$ cat src/rtl/line_timing_monitor_if.sv
// line_timing_monitor_if: control inputs and status outputs of the endLine period monitor
interface line_timing_monitor_if;
  logic        i_mon_enb;
  logic        i_test;
  logic        i_end_line;
  logic [11:0] o_line_len;
  logic        o_line_valid;
  logic        o_len_err;
  logic        o_timeout;
  logic        o_locked;
  logic [7:0]  o_err_cnt;
  modport master (
    output i_mon_enb, i_test, i_end_line,
    input  o_line_len, o_line_valid, o_len_err, o_timeout, o_locked, o_err_cnt
  );
  modport slave (
    input  i_mon_enb, i_test, i_end_line,
    output o_line_len, o_line_valid, o_len_err, o_timeout, o_locked, o_err_cnt
  );
endinterface

$ cat src/rtl/line_timing_monitor.sv
// line_timing_monitor: measures endLine spacing, flags length errors and timeouts, reports lock
module line_timing_monitor #(
  parameter int NORMAL_LEN = 4096,
  parameter int TEST_LEN   = 16,
  parameter int LOCK_LINES = 4
) (
  input logic                  clk,
  input logic                  rst_n,
  line_timing_monitor_if.slave bus
);
  typedef enum logic [1:0] {IDLE, SEEK, TRACK, LOCKED} state_t;
  localparam logic [11:0] NORM_M1 = 12'(NORMAL_LEN - 1);
  localparam logic [11:0] TEST_M1 = 12'(TEST_LEN - 1);
  localparam logic [4:0]  LOCK_N  = 5'(LOCK_LINES);
  state_t      r_state, w_next;
  logic [11:0] r_cyc, r_line_len, w_exp_m1;
  logic [3:0]  r_good;
  logic [7:0]  r_err_cnt;
  logic        r_test_q, r_line_valid, r_len_err, r_timeout, r_locked;
  logic        w_run, w_tchg, w_live, w_meas, w_match, w_tmo, w_lock, w_err;
  // state register
  always_ff @(posedge clk)
    r_state <= !rst_n ? IDLE : w_next;
  // next state: disable beats a test-mode change, which beats measurement and timeout
  always_comb
    w_next = !bus.i_mon_enb                    ? IDLE   :
             r_state == IDLE                   ? SEEK   :
             (w_tchg || w_tmo)                 ? SEEK   :
             (r_state == SEEK && bus.i_end_line) ? TRACK :
             w_lock                            ? LOCKED :
             (w_meas && !w_match)              ? TRACK  : r_state;
  // per-cycle events derived from the current state and inputs
  always_comb begin
    w_exp_m1 = bus.i_test ? TEST_M1 : NORM_M1;
    w_run    = r_state == TRACK || r_state == LOCKED;
    w_tchg   = r_state != IDLE && bus.i_test != r_test_q;
    w_live   = bus.i_mon_enb && !w_tchg;
    w_meas   = w_live && w_run && bus.i_end_line;
    w_match  = w_meas && r_cyc == w_exp_m1;
    w_tmo    = w_live && w_run && !bus.i_end_line && r_cyc == 12'hfff;
    w_lock   = w_match && (r_state == LOCKED || {1'b0, r_good} + 5'd1 >= LOCK_N);
    w_err    = (w_meas && !w_match) || w_tmo;
  end
  // measurement counter, good-line run, registered status and saturating error count
  always_ff @(posedge clk) begin
    if (!rst_n) begin
      r_cyc        <= '0;
      r_good       <= '0;
      r_test_q     <= 1'b0;
      r_line_len   <= '0;
      r_line_valid <= 1'b0;
      r_len_err    <= 1'b0;
      r_timeout    <= 1'b0;
      r_locked     <= 1'b0;
      r_err_cnt    <= '0;
    end else begin
      r_test_q     <= bus.i_test;
      r_cyc        <= (w_run && w_live && !w_meas && !w_tmo) ? r_cyc + 12'd1 : 12'd0;
      r_good       <= (!w_live || r_state == IDLE || w_err) ? 4'd0 :
                      (w_match && r_state == TRACK) ? r_good + 4'd1 : r_good;
      r_line_valid <= w_meas;
      r_len_err    <= w_err;
      r_timeout    <= w_tmo;
      r_locked     <= w_next == LOCKED;
      if (w_meas)
        r_line_len <= r_cyc;
      if (w_err && r_err_cnt != 8'hff)
        r_err_cnt <= r_err_cnt + 8'd1;
    end
  end
  assign bus.o_line_len   = r_line_len;
  assign bus.o_line_valid = r_line_valid;
  assign bus.o_len_err    = r_len_err;
  assign bus.o_timeout    = r_timeout;
  assign bus.o_locked     = r_locked;
  assign bus.o_err_cnt    = r_err_cnt;
endmodule

$ cat src/flat_wrapper.sv
// flat-port wrapper written by rule: the top's interface ports become plain ports
module line_timing_monitor_flat 
#(
  parameter int NORMAL_LEN = 4096,
  parameter int TEST_LEN   = 16,
  parameter int LOCK_LINES = 4
)
  (clk, rst_n, bus_i_mon_enb, bus_i_test, bus_i_end_line, bus_o_line_len, bus_o_line_valid, bus_o_len_err, bus_o_timeout, bus_o_locked, bus_o_err_cnt);
  line_timing_monitor_if bus_i ();
  input logic clk;
  input logic rst_n;
  input wire logic [$bits(bus_i.i_mon_enb)-1:0] bus_i_mon_enb;
  input wire logic [$bits(bus_i.i_test)-1:0] bus_i_test;
  input wire logic [$bits(bus_i.i_end_line)-1:0] bus_i_end_line;
  output wire logic [$bits(bus_i.o_line_len)-1:0] bus_o_line_len;
  output wire logic [$bits(bus_i.o_line_valid)-1:0] bus_o_line_valid;
  output wire logic [$bits(bus_i.o_len_err)-1:0] bus_o_len_err;
  output wire logic [$bits(bus_i.o_timeout)-1:0] bus_o_timeout;
  output wire logic [$bits(bus_i.o_locked)-1:0] bus_o_locked;
  output wire logic [$bits(bus_i.o_err_cnt)-1:0] bus_o_err_cnt;
  assign bus_i.i_mon_enb = bus_i_mon_enb;
  assign bus_i.i_test = bus_i_test;
  assign bus_i.i_end_line = bus_i_end_line;
  assign bus_o_line_len = bus_i.o_line_len;
  assign bus_o_line_valid = bus_i.o_line_valid;
  assign bus_o_len_err = bus_i.o_len_err;
  assign bus_o_timeout = bus_i.o_timeout;
  assign bus_o_locked = bus_i.o_locked;
  assign bus_o_err_cnt = bus_i.o_err_cnt;
  line_timing_monitor #(.NORMAL_LEN(NORMAL_LEN), .TEST_LEN(TEST_LEN), .LOCK_LINES(LOCK_LINES)) u_core (.clk(clk), .rst_n(rst_n), .bus(bus_i));
endmodule
$ cat config.mk
export PLATFORM = sky130hd
export DESIGN_NAME = line_timing_monitor_flat
export DESIGN_NICKNAME = d
export VERILOG_FILES = /design/src/rtl/line_timing_monitor_if.sv /design/src/rtl/line_timing_monitor.sv /design/src/flat_wrapper.sv
export SDC_FILE = /design/constraint.sdc
export NUM_CORES = 1
export LEC_CHECK = 0
export CAP_MARGIN = 10
export CORE_AREA = 2 2 64 66
export CTS_CLUSTER_DIAMETER = 60
export DETAILED_ROUTE_END_ITERATION = 10
export DIE_AREA = 0 0 66 68
export GPL_ROUTABILITY_DRIVEN = 0
export PLACE_DENSITY = 0.81
export SLEW_MARGIN = 10
export SYNTH_ARGS = -nofsm -noshare
export SYNTH_HDL_FRONTEND = slang
export SYNTH_SLANG_ARGS = --single-unit
$ cat constraint.sdc
create_clock -name clk -period 2.1 [get_ports clk]
set_input_delay 0.315 -clock clk [delete_from_list [all_inputs] [get_ports clk]]
set_output_delay 0.315 -clock clk [all_outputs]
set_load 0.005 [all_outputs]
---- Yosys cells after proc, flatten, opt, wreduce, memory -nomap -nowiden ----
Cells that the tools add are included.
W data, S select, Z words.
storage, ports and cells
  register bits after elaboration ......... 43
  bits in latches ......................... 0
  bits in writable memories ............... 0
  memory bits (read-only) ................. 0
  output and inout bits ................... 24
  memories ................................ 0
operators by class
  add/subtract/negate cells ............... 4
  multipliers ............................. 0
  divide/modulo/power cells ............... 0
  magnitude comparators ................... 1
  eq/ne operators ......................... 8
  shifts and indexed selects .............. 0
  muxes and demuxes ....................... 7
  bitwise logic cells ..................... 1
  reduce and logical (&&, ||, !) cells .... 30
operators with widths
  cell                     number
  $logic_and A1 B1 Y1      14
  $add A12 B1 Y12 const B  1
  $eq A12 B12 Y1           1
  $eq A12 B12 Y1 const B   1
  $mux W12                 1
  $mux W2                  6
  $add A8 B1 Y8 const B    1
  $ne A8 B8 Y1 const B     1
  $eq A2 B2 Y1 const B     3
  $logic_not A1 Y1         6
  $logic_or A1 B1 Y1       6
  $add A4 B1 Y5 const B    1
  $ge A5 B3 Y1 const B     1
  $add A4 B1 Y4 const B    1
  $eq A2 B1 Y1 const B     1
  $logic_not A2 Y1         1
  $reduce_and A2 Y1        1
  $reduce_bool A2 Y1       1
  $reduce_or A2 Y1         1
  $ne A1 B1 Y1             1
  $not A1 Y1               1

---- Longest topological paths before layout ----
  depth after elaboration ................. 16
  gate-level depth with buffers ........... 7

---- Least setup slack after synthesis ----
Ideal clock, no wire load.
  path type ............................... reg2reg
  from .................................... register u_core.r_cyc[8]
  to ...................................... register u_core.r_locked, in the netlist u_core.bus.o_locked
  library setup time ...................... 0.103 ns
  arrival ................................. 1.788 ns
  data required time ...................... 1.997 ns
  slack ................................... 0.209 ns
  stages on the path, launching flop included .. 7
  path buffers ............................ 1
  period minus slack after synthesis ...... 1.891 ns
  cells stage by stage .................... dfxtp_1 > buf_6 > or4_4 > mux2_4 > nor3_4 > nor2_2 > a2111oi_2
on the way
  cells in the longest elaborated chain, start to end .. 11
  elaborated cells between the ends (all ways) .. 15
RTL lines
  what                    RTL line                   source
  from (decl)             line_timing_monitor.sv:16  logic [11:0] r_cyc, r_line_len, w_exp_m1;
  from (signal assigned)  line_timing_monitor.sv:58  r_cyc <= (w_run && w_live && !w_meas && !w_tmo) ? r_cyc + 12'd1 : 12'd0;
  $eq A12 B12 Y1          line_timing_monitor.sv:39  w_match = w_meas && r_cyc == w_exp_m1;
  $logic_and A1 B1 Y1     line_timing_monitor.sv:39
  $logic_not A1 Y1        line_timing_monitor.sv:31  (w_meas && !w_match) ? TRACK : r_state;
  $logic_and A1 B1 Y1     line_timing_monitor.sv:31
  $mux W2                 line_timing_monitor.sv:31
  $mux W2                 line_timing_monitor.sv:30  w_lock ? LOCKED :
  $mux W2                 line_timing_monitor.sv:29  (r_state == SEEK && bus.i_end_line) ? TRACK :
  $mux W2 *               line_timing_monitor.sv:28  (w_tchg || w_tmo) ? SEEK :
  $mux W2 *               line_timing_monitor.sv:27  r_state == IDLE ? SEEK :
  $mux W2 *               line_timing_monitor.sv:26  w_next = !bus.i_mon_enb ? IDLE :
  $eq A2 B2 Y1 *          line_timing_monitor.sv:64  r_locked <= w_next == LOCKED;
  to (signal assigned)    line_timing_monitor.sv:54  r_locked <= 1'b0;
  to (signal assigned)    line_timing_monitor.sv:64
  to (decl)               line_timing_monitor.sv:19  logic r_test_q, r_line_valid, r_len_err, r_timeout, r_locked;
Mark *: on every way between the ends. The rest lies on a longest branch, timed or not.
A chain may end at the register's enable or synchronous reset.

---- Worst setup path in the final report ----
  from .................................... register u_core.r_err_cnt[0], in the netlist u_core.bus.o_err_cnt[0]
  to ...................................... register u_core.r_err_cnt[6], in the netlist u_core.bus.o_err_cnt[6]
on the way
  cells in the longest elaborated chain, start to end .. 2
  elaborated cells between the ends (all ways) .. 3
RTL lines
  what                                                   RTL line                   source
  from (decl)                                            line_timing_monitor.sv:18  logic [7:0] r_err_cnt;
  from (signal assigned)                                 line_timing_monitor.sv:68  r_err_cnt <= r_err_cnt + 8'd1;
  branches (longest 2 deep; another with $add A8 B1 Y8)  n/a
Parallel ways; which one is timed is not known.

==> impl_results.md <==
- DRC Markers: 0
- Vias: ~1800
- Final wirelength: ~4.5 mm
- Row Count: 23
- Async set-reset flop share out of synthesis: 0%
- Antenna fix cells: 0
- RSZ-0062 raised after global routing: no
- Fmax: 0.505 GHz
- Largest net degree at the start of global routing: 21
- Syn Inst Count: 231
- Maximum VDD drop: 0.389 mV
- Slew HR: 72.5%
- CP startpoint kind: flop
- Starting Density: 50.6%
- Syn_nets: 240
- P_leak: approximately 0.85 nW
- Avg Cell Area, Syn: 8.45 µm²
- I/O pins: 29
- CP Capture Point: u_core.bus.o_err_cnt[6]$_SDFFE_PN0P_
- Crit path from: u_core.bus.o_err_cnt[0]$_SDFFE_PN0P_
- Pre-CTS WS: -0.208 ns
- Post-CTS setup buffer count: 0
- R2R Path End: u_core.bus.o_err_cnt[6]$_SDFFE_PN0P_
- Initial antenna violation count: 0
- R2R cell count: 6
- CP Max Fanout: 12
- TritonCTS clock tree: yes
- Worst-margin pin slew: approximately 0.4 ns
- Share of cells above drive strength 1: between 10% and 20%
- Iter 0 DRT Violations: 150
- Hold slack: between 0.4 and 0.5 ns
- Post-synthesis cell area: 1950 µm²
- DRT Pass-1 Iters: 4
- Clock transition at path regs: 0.08 ns
- Grt total ovfl: 0
- Seq/Total Area, Yosys: 44.1%
- CTS Buffer Depth: 2
- Commonest cells in the netlist: 43 x dfxtp_1, 36 x nand2_1, 25 x a21oi_1
- Synth Register Bits: 43
- Critical path arrival: 2.22 ns
- Sink Count: 43
- Chip width: between 60 and 70 µm
- Min cycle time layout: 1.98 ns
- Number of global-route vias before repair: 1771
- CP Capture Type: flop
- Final WS setup: roughly 0.12 ns
- Pwr Total: 1.40 mW
- Vias per Instance: 5.46
- Distinct cell type count after synthesis: 42
- Synth top area cells: dfxtp_1 44%, nand2_1 6.9%, a21oi_1 6.4%, nor2_1 4.0%, nand3_1 3.1%
- Final period utilization: approximately 94%
- Synthesis Warnings: 0
- CTS Buf Count: 5
- Top_reg_cell synth: dfxtp_1
- First-pass GRT wire length: roughly 8 mm
- TNS Setup: 0 ns
- Power density cells: approximately 560 nW/µm²
- H-Tree Depth: 2
- Endpoints failing hold: 0
- Flop-to-flop setup slack: between 0.1 and 0.15 ns
- Post-synth EDFFs: 0
- DP HPWL: 3.24 mm
- Worst hold path type: reg -> reg
- Clock Root Buffer: clkbuf_8
- Die Span Y: 68 µm
- Nets: 287
- Final-report max-slew violation count: 0
- R2R Path Start: u_core.bus.o_err_cnt[0]$_SDFFE_PN0P_
- Post-route ant nets: 0
- DIE AREA: 4490 µm²
- Crit Path Class: reg -> reg
- Share of the synthesized area in the top cell type: 44.1%
- GRT Overall Usage: between 20 and 25%
- WL per Instance: 13.6 µm
- Layout area overhead: 29.0%
- Most frequent cell after synthesis: dfxtp_1
- Fin util: 65.3%
- Status: finished clean
- Worst-Skew Late Latency: 0.30 ns
- WP data required: 2.34 ns
- Yosys top cell by area: dfxtp_1
- Max-Cap Viols: 0
- Core area: 3860 µm²
- Port Buffer Count: 28
- Clk_skew: 0.00640 ns
- Final Setup Violations: 0
## what timing repair did
action / in CTS / in global routing
hold buffers: 0 / 0
setup endpoints to repair: 0 / 7
resized for setup: 0 / 3
## worst min path at each step
stage	start	to	slack (ns)	cells past startpoint
after floorplan	bus_i_mon_enb	u_core.r_state[0]$_SDFF_PN0_	0.43	2
after global placement	u_core.bus.o_line_len[1]$_SDFFE_PN0P_	u_core.bus.o_line_len[1]$_SDFFE_PN0P_	0.45	2
after detailed placement	u_core.bus.o_line_len[1]$_SDFFE_PN0P_	u_core.bus.o_line_len[1]$_SDFFE_PN0P_	0.45	2
after CTS	u_core.bus.o_line_len[1]$_SDFFE_PN0P_	u_core.bus.o_line_len[1]$_SDFFE_PN0P_	0.46	2
after global routing	u_core.bus.o_line_len[2]$_SDFFE_PN0P_	u_core.bus.o_line_len[2]$_SDFFE_PN0P_	0.48	2
final	u_core.bus.o_line_len[8]$_SDFFE_PN0P_	u_core.bus.o_line_len[8]$_SDFFE_PN0P_	0.46	2
## flip-flops by register name (all words and copies together) (netlist names)
name and cells:
u_core.bus.o_len_err 1, u_core.bus.o_line_valid 1, u_core.r_good 4, u_core.bus.o_timeout 1, u_core.r_state 2, u_core.bus.o_line_len 12, u_core.bus.o_locked 1, u_core.r_test_q 1
u_core.bus.o_err_cnt 8, u_core.r_cyc 12
## critical path: stages (launching register included)
cell and delay (ns):
dfxtp_1 0.32, ha_1 0.25, and3_1 0.20, a211o_2 0.42, nor3b_1 0.40, nand4b_1 0.16
a21oi_1 0.16
## cells by family after synthesis
family,after synthesis,share of synthesized area [%]
buffers and inverters,17,4.10
AO/OA/AOI/OAI,48,15.1
adder cells (fa/ha/maj),4,2.56
flip-flops,43,44.1
AND/OR/NAND/NOR,105,27.2
multiplexers,4,2.37
XOR/XNOR,10,4.49
## layout by cell type (no fill, tap or decap), types with 2 or more instances in the layout
cell	count
ha_1	4
nor2_1	21
o31ai_1	6
and3_1	3
clkbuf_8	5
a31oi_1	3
a21boi_0	2
a21oi_1	25
or4_1	5
nand3_1	12
or3_1	2
buf_4	21
mux2i_1	2
xnor2_1	4
clkinvlp_4	2
dfxtp_1	43
inv_1	7
and4_1	2
nor4_1	2
clkdlybuf4s50_1	28
xor2_1	5
o21ai_0	5
nor3_1	4
nand2_1	36
nand4_1	9
## metrics by stage
stage / std cells / cell area (µm²)
2_1_floorplan: 231 / 1950
3_3_place_gp: 321 / 2420
3_5_place_dp: 321 / 2420
4_1_cts: 329 / 2510
5_1_grt: 329 / 2520
6_report: 329 / 2520
## layout make-up
class	count	area [µm²]
inverter	7	26.3
fill	345	1340
clock inverter	3	20.0
sequential	43	861
tap	50	62.6
clock buffer	5	68.8
timing repair buffer	50	458
multi-input combinational	171	1020
## routing by layer
metal  global-route usage, %  part of all wire (%)
met5                       0                     0
met4                    8.16                   1.7
met3                    4.77                   4.0
met2                    39.1                    48
met1                    28.8                    46
## report_power, final
| group | leakage, nW | internal, mW | total (mW) | switching, mW |
|---|---|---|---|---|
| Clock | 0.0402 | 0.231 | 0.526 | 0.295 |
| Combinational | 0.463 | 0.0259 | 0.0590 | 0.0331 |
| Sequential | 0.347 | 0.817 | 0.820 | 0.00291 |
| Total | 0.850 | 1.07 | 1.40 | 0.331 |
Note: power is estimated with default switching activity, not from simulation.
